**src/rtl/uart_mon_pkg.sv**
```systemverilog
// Shared types and helpers for the multi-channel UART receive monitor.
// Holds the receiver state encoding, the parity-mode constants and the
// layout of one buffered byte with its error flags.

package uart_mon_pkg;

    // Per-channel receiver states, one per part of the serial frame.
    typedef enum logic [2:0] {
        IDLE,
        START,
        DATA,
        PAR,
        STOP
    } rx_state_e;

    // Parity modes selected by the PARITY parameter.
    typedef enum logic [1:0] {
        PAR_NONE = 2'd0,
        PAR_EVEN = 2'd1,
        PAR_ODD  = 2'd2
    } parity_e;

    // One received byte together with its error flags, as stored in a FIFO.
    typedef struct packed {
        logic       perr;
        logic       ferr;
        logic [7:0] data;
    } rx_entry_t;

    // Parity error: the XOR over the data bits and the received parity bit
    // is 0 for a good even-parity frame and 1 for a good odd-parity frame.
    function automatic logic calcPerr(input logic [7:0] dataBits,
                                      input logic       parBit,
                                      input int         mode);
        logic onesOdd;
        logic wantOdd;
        onesOdd = (^dataBits) ^ parBit;
        wantOdd = (mode == int'(PAR_ODD));
        return (onesOdd != wantOdd);
    endfunction

endpackage

```
**src/rtl/uart_rx_chan.sv**
```systemverilog
// One receive channel of the UART monitor: input synchroniser, bit-timing
// counter, frame FSM and a small FIFO of received bytes with error flags.
// The FIFO drops bytes that arrive while it is full and latches an overflow.

module uart_rx_chan
    import uart_mon_pkg::*;
#(
    parameter int CLKS_PER_BIT = 234,
    parameter int FIFO_DEPTH   = 4,
    parameter int PARITY       = 0
) (
    input  logic      clk,
    input  logic      rst,
    input  logic      rx_i,
    input  logic      pop_i,
    output logic      notEmpty_o,
    output rx_entry_t head_o,
    output logic      ovf_o
);

    localparam int CNT_W = $clog2(CLKS_PER_BIT);
    localparam int PTR_W = $clog2(FIFO_DEPTH);

    localparam logic [CNT_W-1:0] HALF_LOAD = CNT_W'(CLKS_PER_BIT / 2 - 1);
    localparam logic [CNT_W-1:0] FULL_LOAD = CNT_W'(CLKS_PER_BIT - 1);

    // Synchroniser and edge-detect flops, all idle-high out of reset.
    logic syncMeta_q;
    logic syncLine_q;
    logic linePrev_q;
    logic fallEdge;

    // Frame FSM state.
    rx_state_e        state_q;
    logic [CNT_W-1:0] tickCnt_q;
    logic [2:0]       bitIdx_q;
    logic [7:0]       shift_q;
    logic             perr_q;
    logic             pushValid_q;
    rx_entry_t        pushEntry_q;

    // FIFO storage and pointers; the extra pointer bit tells full from empty.
    rx_entry_t        mem_q [FIFO_DEPTH];
    logic [PTR_W:0]   wrPtr_q;
    logic [PTR_W:0]   rdPtr_q;
    logic             ovf_q;
    logic             fifoEmpty;
    logic             fifoFull;
    logic             doPop;
    logic             doPush;
    logic             doDrop;

    // Bring the asynchronous line into the clock domain and keep one more
    // delayed copy so a falling edge can be seen on settled values only.
    always_ff @(posedge clk or posedge rst) begin
        if (rst) begin
            syncMeta_q <= 1'b1;
            syncLine_q <= 1'b1;
            linePrev_q <= 1'b1;
        end else begin
            syncMeta_q <= rx_i;
            syncLine_q <= syncMeta_q;
            linePrev_q <= syncLine_q;
        end
    end

    assign fallEdge = linePrev_q & ~syncLine_q;

    // Frame FSM: half a bit to reach the start-bit centre, then one sample
    // per bit period; the finished byte is handed to the FIFO one cycle later.
    always_ff @(posedge clk or posedge rst) begin
        if (rst) begin
            state_q     <= IDLE;
            tickCnt_q   <= '0;
            bitIdx_q    <= '0;
            shift_q     <= '0;
            perr_q      <= 1'b0;
            pushValid_q <= 1'b0;
            pushEntry_q <= '0;
        end else begin
            pushValid_q <= 1'b0;
            case (state_q)
                IDLE: begin
                    if (fallEdge) begin
                        tickCnt_q <= HALF_LOAD;
                        state_q   <= START;
                    end
                end
                START: begin
                    if (tickCnt_q == '0) begin
                        if (!syncLine_q) begin
                            tickCnt_q <= FULL_LOAD;
                            bitIdx_q  <= '0;
                            perr_q    <= 1'b0;
                            state_q   <= DATA;
                        end else begin
                            state_q <= IDLE;
                        end
                    end else begin
                        tickCnt_q <= tickCnt_q - 1'b1;
                    end
                end
                DATA: begin
                    if (tickCnt_q == '0) begin
                        shift_q   <= {syncLine_q, shift_q[7:1]};
                        tickCnt_q <= FULL_LOAD;
                        bitIdx_q  <= bitIdx_q + 1'b1;
                        if (bitIdx_q == 3'd7) begin
                            if (PARITY != int'(PAR_NONE)) begin
                                state_q <= PAR;
                            end else begin
                                state_q <= STOP;
                            end
                        end
                    end else begin
                        tickCnt_q <= tickCnt_q - 1'b1;
                    end
                end
                PAR: begin
                    if (tickCnt_q == '0) begin
                        perr_q    <= calcPerr(shift_q, syncLine_q, PARITY);
                        tickCnt_q <= FULL_LOAD;
                        state_q   <= STOP;
                    end else begin
                        tickCnt_q <= tickCnt_q - 1'b1;
                    end
                end
                STOP: begin
                    if (tickCnt_q == '0) begin
                        pushValid_q      <= 1'b1;
                        pushEntry_q.perr <= perr_q;
                        pushEntry_q.ferr <= ~syncLine_q;
                        pushEntry_q.data <= shift_q;
                        state_q          <= IDLE;
                    end else begin
                        tickCnt_q <= tickCnt_q - 1'b1;
                    end
                end
                default: begin
                    state_q <= IDLE;
                end
            endcase
        end
    end

    assign fifoEmpty = (wrPtr_q == rdPtr_q);
    assign fifoFull  = (wrPtr_q[PTR_W] != rdPtr_q[PTR_W]) &&
                       (wrPtr_q[PTR_W-1:0] == rdPtr_q[PTR_W-1:0]);
    assign doPop     = pop_i & ~fifoEmpty;
    assign doPush    = pushValid_q & (~fifoFull | doPop);
    assign doDrop    = pushValid_q & fifoFull & ~doPop;

    // FIFO payload storage; contents need no reset because the pointers
    // decide what is valid.
    always_ff @(posedge clk) begin
        if (doPush) begin
            mem_q[wrPtr_q[PTR_W-1:0]] <= pushEntry_q;
        end
    end

    // FIFO pointers and the sticky overflow flag; a pop in the same cycle
    // frees the slot so a push into a full FIFO still succeeds.
    always_ff @(posedge clk or posedge rst) begin
        if (rst) begin
            wrPtr_q <= '0;
            rdPtr_q <= '0;
            ovf_q   <= 1'b0;
        end else begin
            if (doPush) begin
                wrPtr_q <= wrPtr_q + 1'b1;
            end
            if (doPop) begin
                rdPtr_q <= rdPtr_q + 1'b1;
            end
            if (doDrop) begin
                ovf_q <= 1'b1;
            end
        end
    end

    assign notEmpty_o = ~fifoEmpty;
    assign head_o     = mem_q[rdPtr_q[PTR_W-1:0]];
    assign ovf_o      = ovf_q;

endmodule

```
**src/rtl/uart_rx_monitor.sv**
```systemverilog
// Multi-channel UART receive monitor: NUM_CH independent receive channels
// feed a round-robin arbiter and a single registered valid/ready output.

module uart_rx_monitor
    import uart_mon_pkg::*;
#(
    parameter int NUM_CH       = 1,
    parameter int CLKS_PER_BIT = 234,
    parameter int FIFO_DEPTH   = 4,
    parameter int PARITY       = 0,
    localparam int CH_W        = (NUM_CH > 1) ? $clog2(NUM_CH) : 1
) (
    input  logic              clk,
    input  logic              rst,
    input  logic [NUM_CH-1:0] rx,
    output logic              out_valid,
    input  logic              out_ready,
    output logic [CH_W-1:0]   out_ch,
    output logic [7:0]        out_data,
    output logic              out_ferr,
    output logic              out_perr,
    output logic [NUM_CH-1:0] ovf
);

    logic [NUM_CH-1:0] chNotEmpty;
    logic [NUM_CH-1:0] chPop;
    logic [NUM_CH-1:0] chOvf;
    rx_entry_t         chHead [NUM_CH];

    logic              loadSlot;
    logic              grantValid;
    logic [CH_W-1:0]   grantCh;
    rx_entry_t         grantEntry;
    logic [CH_W-1:0]   nextPtr;

    logic              outValid_q;
    logic [CH_W-1:0]   outCh_q;
    logic [7:0]        outData_q;
    logic              outFerr_q;
    logic              outPerr_q;
    logic [CH_W-1:0]   rrPtr_q;

    for (genvar g = 0; g < NUM_CH; g++) begin : gChan
        uart_rx_chan #(
            .CLKS_PER_BIT (CLKS_PER_BIT),
            .FIFO_DEPTH   (FIFO_DEPTH),
            .PARITY       (PARITY)
        ) uChan (
            .clk        (clk),
            .rst        (rst),
            .rx_i       (rx[g]),
            .pop_i      (chPop[g]),
            .notEmpty_o (chNotEmpty[g]),
            .head_o     (chHead[g]),
            .ovf_o      (chOvf[g])
        );
    end

    assign ovf      = chOvf;
    assign loadSlot = ~outValid_q | out_ready;

    // Round-robin search starting at rrPtr_q; walking the order backwards
    // lets the first non-empty channel in search order win the last write.
    always_comb begin
        int idx;
        logic [CH_W-1:0] candCh;
        idx        = 0;
        candCh     = '0;
        grantValid = 1'b0;
        grantCh    = '0;
        grantEntry = '0;
        for (int i = NUM_CH - 1; i >= 0; i--) begin
            idx = int'(rrPtr_q) + i;
            if (idx >= NUM_CH) begin
                idx = idx - NUM_CH;
            end
            candCh = CH_W'(idx);
            if (chNotEmpty[candCh]) begin
                grantValid = 1'b1;
                grantCh    = candCh;
                grantEntry = chHead[candCh];
            end
        end
    end

    // Pop the granted FIFO only when the output register takes its entry.
    always_comb begin
        chPop = '0;
        if (loadSlot && grantValid) begin
            chPop[grantCh] = 1'b1;
        end
    end

    assign nextPtr = (grantCh == CH_W'(NUM_CH - 1)) ? '0 : grantCh + 1'b1;

    // Output register: reload whenever it is empty or being accepted, hold
    // everything steady while the consumer stalls.
    always_ff @(posedge clk or posedge rst) begin
        if (rst) begin
            outValid_q <= 1'b0;
            outCh_q    <= '0;
            outData_q  <= '0;
            outFerr_q  <= 1'b0;
            outPerr_q  <= 1'b0;
            rrPtr_q    <= '0;
        end else if (loadSlot) begin
            if (grantValid) begin
                outValid_q <= 1'b1;
                outCh_q    <= grantCh;
                outData_q  <= grantEntry.data;
                outFerr_q  <= grantEntry.ferr;
                outPerr_q  <= grantEntry.perr;
                rrPtr_q    <= nextPtr;
            end else begin
                outValid_q <= 1'b0;
            end
        end
    end

    assign out_valid = outValid_q;
    assign out_ch    = outCh_q;
    assign out_data  = outData_q;
    assign out_ferr  = outFerr_q;
    assign out_perr  = outPerr_q;

endmodule

```
**config.mk**
```make
export PLATFORM = sky130hd
export DESIGN_NAME = uart_rx_monitor
export DESIGN_NICKNAME = d
export VERILOG_FILES = /design/src/rtl/uart_mon_pkg.sv /design/src/rtl/uart_rx_chan.sv /design/src/rtl/uart_rx_monitor.sv
export SDC_FILE = /design/constraint.sdc
export NUM_CORES = 1
export LEC_CHECK = 0
export ABC_AREA = 1
export CAP_MARGIN = 10
export CORE_MARGIN = 8
export CORE_UTILIZATION = 60
export CTS_CLUSTER_DIAMETER = 50
export DETAILED_ROUTE_END_ITERATION = 12
export HOLD_SLACK_MARGIN = 0.02
export PLACE_DENSITY = 0.88
export SLEW_MARGIN = 20
export SYNTH_ARGS = -nofsm -noshare
export SYNTH_HDL_FRONTEND = slang
export SYNTH_SLANG_ARGS = --single-unit
```
**constraint.sdc**
```tcl
create_clock -name clk -period 4.4 [get_ports clk]
set_input_delay 0.66 -clock clk [delete_from_list [all_inputs] [get_ports clk]]
set_output_delay 0.66 -clock clk [all_outputs]
set_load 0.01 [all_outputs]
```
---- Word level (Yosys, flattened, before mapping) ----
Memory sizes are Yosys's and may differ from the RTL's. A register that Yosys moved wholly into a read port is not among the register bits.
Cells that the tools add are included.
W data, S select, Z words.
word-level totals
  logic and storage cells ................. 110
  bits in latches ......................... 0
  memories kept ........................... 1
  register bits after elaboration ......... 47
  output and inout port bits .............. 13
  RAM bits ................................ 40
  ROM bits ................................ 0
memories
  name                  depth  bits a word  rd ports  clocked after memory_dff  write ports  line                source
  gChan[0].uChan.mem_q  4      10           1         1                         1            uart_rx_chan.sv:43  rx_entry_t mem_q [FIFO_DEPTH];
cells by class
  $lt $le $gt $ge ......................... 4
  add/sub/neg operators ................... 6
  div/mod/pow operators ................... 0
  reduce and logical (&&, ||, !) cells .... 17
  shift-type cells ........................ 0
  $mul .................................... 0
  eq/ne operators ......................... 17
  mux-type cells .......................... 34
  bitwise operators ....................... 13
operators with widths
  kind                   number
  $mux W8                5
  $pmux W8 S4            1
  $mux W3                9
  $mux W1                15
  $pmux W3 S5            1
  $ne A2 B1 Y1 const B   6
  $reduce_and A4 Y1      3
  $add A3 B1 Y3 const B  3
  $logic_not A8 Y1       1
  $reduce_xor A8 Y1      1
  $sub A8 B1 Y8 const B  1
  $eq A3 B2 Y1 const B   2
  $eq A3 B3 Y1 const B   2
  $pmux W3 S2            1
  $reduce_and A2 Y1      3
  $reduce_and A6 Y1      1
  $and A1 B1 Y1          5
  $not A1 Y1             5
  $ne A2 B2 Y1 const B   2
  $reduce_bool A2 Y1     2
  $reduce_bool A4 Y1     1
  $eq A3 B1 Y1 const B   1
  $eq A3 B3 Y1           1
  $logic_and A1 B1 Y1    3
  other kinds (13)       16

---- Logic depth before layout (Yosys ltp) ----
Gate-level depths: netlist of the first run.
  depth after elaboration ................. 14
  depth in mapped cells ................... 10
  gate-level depth less buffers ........... 10

---- Hierarchy ----
From an unflattened synthesis of the first run, not the netlist that was laid out.
second synthesis, totals
  cell total of the unflattened synthesis .. 427
  area, all modules ....................... 4,166.5 µm²
modules (own cells, without submodules)
  module           instances  area each (µm²)  cells each
  uart_rx_chan     1          3,701.0          375
  uart_rx_monitor  1          465.4            52

---- Least setup slack after synthesis of the first run ----
Ideal clock, no wire load.
  kind .................................... input to register
  start point ............................. input out_ready
  end point ............................... memory gChan[0].uChan.mem_q[0][0] (netlist name) (enable)
  setup time .............................. 376 ps
  arrival time ............................ 1,542 ps
  setup slack ............................. 2,482 ps
  required time ........................... 4,024 ps
  cell stages on the path ................. 6
  cells stage by stage .................... inv_1 -> nand2_1 -> nor2_1 -> nand2_1 -> nand2_1 -> nor2_1
between the ends
  cells in the longest elaborated chain, start to end .. 8
ends and longest elaborated chain
  item                           line                   source
  start, declared                uart_rx_monitor.sv:17  input logic out_ready,
  $or A1 B1 Y1                   uart_rx_monitor.sv:60  assign loadSlot = ~outValid_q | out_ready;
  $logic_and A1 B1 Y1            uart_rx_monitor.sv:89  if (loadSlot && grantValid) begin
  $mux W1                        uart_rx_monitor.sv:89
  $and A1 B1 Y1                  uart_rx_chan.sv:149    assign doPop = pop_i & ~fifoEmpty;
  $or A1 B1 Y1                   uart_rx_chan.sv:150    assign doPush = pushValid_q & (~fifoFull | doPop);
  $and A1 B1 Y1                  uart_rx_chan.sv:150
  $mux W1                        uart_rx_chan.sv:156    if (doPush) begin
  $mux W1 (implied by the code)  uart_rx_chan.sv:157    mem_q[wrPtr_q[PTR_W-1:0]] <= pushEntry_q;
  end, declared                  uart_rx_chan.sv:43
Every way passes these cells.

---- Worst setup path in the final report of the first run ----
  start point ............................. register gChan[0].uChan.rdPtr_q[0]
  end point ............................... memory gChan[0].uChan.mem_q[0][3] (netlist name) (enable)
between the ends
  cells in the longest elaborated chain, start to end .. 13
  elaborated cells on any way between the ends .. 19
ends and longest elaborated chain
  item                                                                       line                                      source
  start, declared                                                            uart_rx_chan.sv:45                        logic [PTR_W:0] rdPtr_q;
  start signal, assigned                                                     uart_rx_chan.sv:173                       rdPtr_q <= rdPtr_q + 1'b1;
  $eq A3 B3 Y1                                                               uart_rx_chan.sv:146                       assign fifoEmpty = (wrPtr_q == rdPtr_q);
  $not A1 Y1                                                                 uart_rx_chan.sv:149, uart_rx_chan.sv:181
  $mux W1 (implied by the code)                                              uart_rx_monitor.sv:78                     if (chNotEmpty[candCh]) begin
  $mux W1                                                                    uart_rx_monitor.sv:78
  $ge A1 B1 Y1 (implied by the code) / $lt A1 B1 Y1 (equally long branches)  uart_rx_monitor.sv:90                     chPop[grantCh] = 1'b1;
  $logic_and A1 B1 Y1 (implied by the code)                                  uart_rx_monitor.sv:90
  $mux W1 (implied by the code)                                              uart_rx_monitor.sv:90
  $mux W1                                                                    uart_rx_monitor.sv:89
  $and A1 B1 Y1                                                              uart_rx_chan.sv:149
  $or A1 B1 Y1 (*)                                                           uart_rx_chan.sv:150
  $and A1 B1 Y1 (*)                                                          uart_rx_chan.sv:150
  $mux W1 (*)                                                                uart_rx_chan.sv:156
  $mux W1 (implied by the code) (*)                                          uart_rx_chan.sv:157
Mark *: on every way between the ends. The rest lies on a longest branch, timed or not. The select of a mux whose other input is x is not followed.

==> reports/metrics.yaml, run 1 <==
hold_path:
  hold_path_class: "flop to flop"
timing:
  period_minus_slack_ps: 2728
  worst_pin_slew_ps: 892.2
  final-setup-viol-count: 0
  clock.fmax_mhz: 366.6
  finClkSkew_ps: 6.067
  setup_tns_ps: 0
  maxSlewViolCount: 0
  rsz0062_at_grt: "no"
  hold_viol: 0
  min_period_over_period_pct: 61.99
  slew_headroom_pct: 40.52
logic_synthesis:
  ys_warn_count: 0
  syn_area_per_cell_sq_um: 10.03
  synthDistinctLibCells: 33
  synthArstFlopShare_pct: 57.89
  synth_seq_area_share_pct: 60.82
  syn-num-nets: 435
  netlist_instances: 423
  synth_flop_cell: "dfrtp_1"
  synth_edf_count: 40
  synth-seq-cells: 95
  ys_top_cells_by_area: "dfrtp_1 (31%), edfxtp_1 (28%), nand2_1 (12%), inv_1 (2.6%), ha_1 (2.4%)"
  synth_top_area_cell: "dfrtp_1"
  synth_top_area_share_pct: 30.66
  syn-cell-area_sq_mm: 0.004244
setup_path:
  start_kind: "flop"
  worst-endpoint-required_ps: 4380
  critPathMaxFanout: 24
  critPathCaptureType: "flop"
  crit_arrival_ps: 2710
  critPathKind: "flop to flop"
global_routing:
  antenna_found_initial: 0
  grt_overflow_total: 0
  grt_max_degree: 37
  grt_pass1_wl_mm: 12.85
  first_global_vias: 2731
  gr-usage-all-layers_pct: 16.24
final_layout:
  fillCellCount: 546
  nets: 450
  multi_input_area_sq_mm: 0.001453
  drive_above_1_share_pct: 12.42
  layoutNonFillerInstCount: 539
  area_growth_pct: 9.729
  n_antenna_cell: 0
  regArea_sq_mm: 0.002581
pwr:
  irDropWorstVdd_v: 0.0003260
  p_leak_nw: 2.036
  powerDensity_mw_per_mm2: 569.2
cts:
  path_clk_slew_ps: 90
  worstSkewPairLatency_ps: 350
  cts_hold_buf: 0
  cts_setup_buffers: 0
  cts_sinks: 95
  cts_tree: "yes"
  h-tree-depth: 3
  clockBufferDepth: 2
  root_buffer: "clkbuf_8"
  cts_inserted_buffers: 9
  cts-resized-gates: 0
route:
  drt-initial-drc-count: 135
  wl_mm: 7.373
  ant_nets: 0
  drt_first_pass_iters: 4
  drc: 0
  vias_per_cell: 5.083
  vias: 2740
  post_drt_wl_per_cell_um: 13.68
floorplan:
  die_w_um: 100.1
  dieArea_sq_mm: 0.01002
  core_sq_mm: 0.006832
  fp.dieH_um: 100.1
  start_util_pct: 62.12
  ios: 17
  rows: 30
placement:
  port_buffers: 15
  place_hpwl_mm: 5.183
  place_congestion: 0.8431
  place_inst: 523
flow_run:
  cap_violations: 0
run_status:
  status: "completed"
[metrics by stage]
stage	hold WS (ps)	power [mW]	util, %	cell area, sq um	setup WS, ps
2_1_floorplan	345.2	1.832	-	4244	2402
3_3_place_gp	347.4	2.009	65.09	4447	1815
3_5_place_dp	348.8	2.051	65.09	4447	1644
4_1_cts	361.0	2.668	68.17	4657	1632
5_1_grt	368.0	2.845	68.17	4657	1360
6_report	360.5	2.651	68.17	4657	1672
[routing by layer]
metal	vias to the layer above	global-route usage, %	wire length (um)
li1	1411	-	-
met1	1276	21.04	3381
met2	48	25.30	3532
met3	5	3.253	349
met4	0	8.372	110
met5	-	0	0
[power breakdown]
group / switching, mW / total [mW] / internal, mW / leakage (nW)
logic: 0.508 / 0.860 / 0.352 / 0.869
clock network: 0.294 / 0.611 / 0.317 / 0.108
registers: 0.147 / 1.18 / 1.03 / 1.06
[synth_stat cells (all sizes together) (4+ instances only)]
library cell and count:
xor2 5, o21ai 37, o22ai 11, ha 8, buf 8, dfrtp 52
nand3 20, clkbuf 4, nor2 33, edfxtp 40, mux2i 10, nand2 144
inv 36
[cell type report]
class,instances,area share [%]
clock buffer,9,2.660
clock inverter,7,1.854
inverter,36,2.902
multi-input combinational,280,31.19
sequential,95,55.43
tap,96,2.579
timing repair buffer,16,3.385
[sequential cells by signal, indices dropped and copies added, names as in the netlist, 3 cells and up]
signal                   count
gChan.uChan.rdPtr_q          3
gChan.uChan.shift_q          8
gChan.uChan.tickCnt_q        8
gChan.uChan.wrPtr_q          3
gChan.uChan.pushEntry_q     10
gChan.uChan.bitIdx_q         3
gChan.uChan.mem_q           40
gChan.uChan.state_q          3
out_data                     8
[logic make-up after synthesis]
kind of cell	share of synthesized area [%]
muxes	2.359
and+or+nand+nor	20.49
DFF	60.82
xor gates and xnor gates	1.651
adders and majority gates	2.359
other	0.08836
AOI/OAI and AO/OA	7.282
buffers and inverters	4.953
[worst max-delay path, stage by stage, from the launching register on]
cell and delay [ps]:
dfrtp_1 930, inv_2 250, nand2_1 140, a21oi_2 70
nand2_1 110, nand2_1 180, nor2_1 670
[worst paths after layout]
kind / startpoint / endpoint / slack (ps) / cells after the start
max in group asynchronous: rst / gChan[0].uChan.linePrev_q$_DFF_PP1_ / 2940 / 3
min in group asynchronous: rst / out_data[1]$_DFFE_PP0P_ / 620 / 2
worst min register to register: gChan[0].uChan.syncMeta_q$_DFF_PP1_ / gChan[0].uChan.syncLine_q$_DFF_PP1_ / 360 / 0
worst max-delay path: gChan[0].uChan.rdPtr_q[0]$_DFFE_PP0P_ / gChan[0].uChan.mem_q[0][3]$_DFFE_PP_ / 1670 / 6
worst min-delay path: gChan[0].uChan.syncMeta_q$_DFF_PP1_ / gChan[0].uChan.syncLine_q$_DFF_PP1_ / 360 / 0
worst max register to register: gChan[0].uChan.rdPtr_q[0]$_DFFE_PP0P_ / gChan[0].uChan.mem_q[0][3]$_DFFE_PP_ / 1670 / 6
[cells in the final DEF (no fill, tap or decap), drive strengths merged, types with 4 or more instances in the layout]
master,count
nand2,144
dfrtp,52
edfxtp,40
inv,37
o21ai,37
nor2,33
nand3,20
clkdlybuf4s50,15
o22ai,11
mux2i,10
clkbuf,9
ha,8
xor2,5
clkinv,4
No activity file was read; power rests on OpenSTA's default activity.
==> run 2, diff against run 1 <==
--- a/config.mk
+++ b/config.mk
@@ -8,11 +8,11 @@
 export ABC_AREA = 1
 export CAP_MARGIN = 10
 export CORE_MARGIN = 8
-export CORE_UTILIZATION = 60
+export CORE_UTILIZATION = 54
 export CTS_CLUSTER_DIAMETER = 50
 export DETAILED_ROUTE_END_ITERATION = 12
 export HOLD_SLACK_MARGIN = 0.02
-export PLACE_DENSITY = 0.88
+export PLACE_DENSITY = 0.84
 export SLEW_MARGIN = 20
 export SYNTH_ARGS = -nofsm -noshare
 export SYNTH_HDL_FRONTEND = slang
==> constraint.sdc (replaced) <==
create_clock -name clk -period 2.25 [get_ports clk]
set_input_delay 0.3375 -clock clk [delete_from_list [all_inputs] [get_ports clk]]
set_output_delay 0.3375 -clock clk [all_outputs]
set_load 0.01 [all_outputs]
==> reports/metrics.yaml, run 2 (same netlist as run 1, synthesis figures left out) <==
route:
  drt-initial-drc-count: 109  # -19%
  ant_nets: 0  # unchanged
  drt_first_pass_iters: 4  # unchanged
  post_drt_wl_per_cell_um: 12.14  # -11%
  wl_mm: 6.699  # -9.1%
  drc: 0  # unchanged
  vias_per_cell: 5.025  # -1.1%
  vias: 2774  # +1.2%
floorplan:
  dieArea_sq_mm: 0.01095  # +9.3%
  core_sq_mm: 0.007687  # +13%
  start_util_pct: 55.21  # -6.9 points
  fp.dieH_um: 104.7  # +4.5%
  rows: 32  # +6.7%
  die_w_um: 104.7  # +4.5%
  ios: 17  # unchanged
global_routing:
  grt_overflow_total: 0  # unchanged
  grt_max_degree: 23  # -38%
  antenna_found_initial: 0  # unchanged
  first_global_vias: 2708  # -0.84%
  grt_pass1_wl_mm: 11.70  # -9.0%
  gr-usage-all-layers_pct: 12.95  # -3.3 points
final_layout:
  fillCellCount: 614  # +12%
  n_antenna_cell: 0  # unchanged
  layout_common_cells: "nand2_1 (136), dfrtp_1 (52), edfxtp_1 (40)"
  layoutNonFillerInstCount: 552  # +2.4%
  area_growth_pct: 11.41
  largest_reg_flops: 40  # unchanged
  nets: 457  # +1.6%
  final_common_cell: "nand2_1"
  final_util_pct: 61.51  # -6.7 points
  drive_above_1_share_pct: 14.22  # +1.8 points
setup_path:
  worst-endpoint-required_ps: 2470  # -1910 ps
  start_kind: "flop"
  critPathMaxFanout: 20  # -17%
  crit_arrival_ps: 2030  # -680 ps
  critPathCaptureType: "flop"
  critPathKind: "flop to flop"
cts:
  cts_setup_buffers: 0  # unchanged
  cts_inserted_buffers: 9  # unchanged
  root_buffer: "clkbuf_8"
  cts_tree: "yes"
  cts-resized-gates: 0  # unchanged
  cts_sinks: 95  # unchanged
  h-tree-depth: 3  # unchanged
  worstSkewPairLatency_ps: 360  # about the same
  clockBufferDepth: 2  # unchanged
  cts_hold_buf: 0  # unchanged
  path_clk_slew_ps: 100  # about the same
timing:
  clock.fmax_mhz: 552.4  # +51%
  setup_tns_ps: 0  # unchanged
  finClkSkew_ps: 14.91  # +8.844 ps
  slew_headroom_pct: 61.55  # +21 points
  worst_pin_slew_ps: 575.3  # -316.9 ps
  min_period_over_period_pct: 80.46  # +18 points
  hold_slack_ps: 244.4  # -116.1 ps
  hold_viol: 0  # unchanged
  rsz0062_at_grt: "no"
  maxSlewViolCount: 0  # unchanged
  period_minus_slack_ps: 1810  # -917.5 ps
  final-setup-viol-count: 0  # unchanged
pwr:
  intPower_mw: 3.282  # +93%
  combPwrFrac_pct: 34.4  # +1.9 points
  p_leak_nw: 2.076  # +2.0%
  power_frac_clock_pct: 23.1  # about the same
  powerDensity_mw_per_mm2: 1095  # +92%
  seq_power_share_pct: 42.5  # -2.0 points
  p_sw_mw: 1.896  # +100%
  irDropWorstVdd_v: 0.0005582  # +71%
  switching_share_pct: 36.61  # +0.81 points
placement:
  place_congestion: 0.8364  # -0.79%
  place_inst: 536  # +2.5%
  port_buffers: 15  # unchanged
  place_hpwl_mm: 4.897  # -5.5%
flow_run:
  cap_violations: 0  # unchanged
run_status:
  status: "completed"
hold_path:
  hold_path_class: "input pin to asynchronous set/reset pin"
-- run 2: cell count changes in the layout (fill, tap and decap cells not counted) --
cell / previous run / this run
clkinv_2: 2 / 0
bufinv_16: 2 / 1
buf_4: 1 / 8
clkinv_4: 0 / 1
inv_8: 0 / 3
clkinv_1: 2 / 0
clkinv_8: 0 / 1
-- run 2: final timing paths --
check	startpoint	to	slack [ps]	cells past startpoint
max in group asynchronous	rst	gChan[0].uChan.wrPtr_q[1]$_DFFE_PP0P_	1410	3
hold / removal	rst	gChan[0].uChan.state_q[0]$_DFFE_PP0P_	240	2
hold reg to reg	gChan[0].uChan.syncMeta_q$_DFF_PP1_	gChan[0].uChan.syncLine_q$_DFF_PP1_	360	0
setup reg to reg	gChan[0].uChan.tickCnt_q[0]$_DFFE_PP0P_	gChan[0].uChan.pushEntry_q[4]$_DFFE_PP0P_	440	7
min in group clk	gChan[0].uChan.syncMeta_q$_DFF_PP1_	gChan[0].uChan.syncLine_q$_DFF_PP1_	360	0
setup / recovery	gChan[0].uChan.tickCnt_q[0]$_DFFE_PP0P_	gChan[0].uChan.pushEntry_q[4]$_DFFE_PP0P_	440	7
-- run 2: worst max-delay path, stage by stage (launching register included) --
cell and delay, ps:
dfrtp_1 390, inv_1 90, ha_1 250, nand2_2 130, nor2_8 190, nand2_1 370
nand2_1 170, o21ai_1 90
-- run 2: cell type report --
| class | count | area (sq um) | area share, % |
|---|---|---|---|
| Inverter | 36 | 135.1 | 2.858 |
| Clock buffer | 9 | 123.9 | 2.620 |
| Sequential cell | 95 | 2581 | 54.59 |
| Clock inverter | 7 | 97.59 | 2.064 |
| Timing Repair Buffer | 23 | 210.2 | 4.446 |
| Multi-Input combinational cell | 280 | 1453 | 30.72 |
| Tap cell | 102 | 127.6 | 2.699 |
-- run 2: power by group through the flow --
stage	clock network [mW]	logic, mW	registers, mW
CTS	1.23	1.80	2.20
finish	1.19	1.78	2.20
floorplan	0	1.33	2.25
detailed placement	0	1.79	2.23
global route	1.29	2.04	2.23
global placement	0	1.73	2.23
-- run 2: through the flow --
stage / instance area (sq um) / power (mW) / worst slack [ps]
after global placement: 4507 / 3.957 / 368.0
after floorplan: 4244 / 3.584 / 520.4
after CTS: 4728 / 5.225 / 415.0
after global routing: 4728 / 5.558 / 251.1
final: 4728 / 5.178 / 439.8
after detailed placement: 4507 / 4.022 / 294.8
-- run 2: metal layers --
layer / wire length, um / track usage [%] / vias to the layer above / part of all wire, %
li1: - / - / 1415 / -
met4: 86 / 4.485 / 0 / 1.3
met3: 331 / 4.791 / 7 / 4.9
met1: 2942 / 14.09 / 1304 / 44
met2: 3339 / 22.77 / 48 / 50
met5: 0 / 0 / - / 0
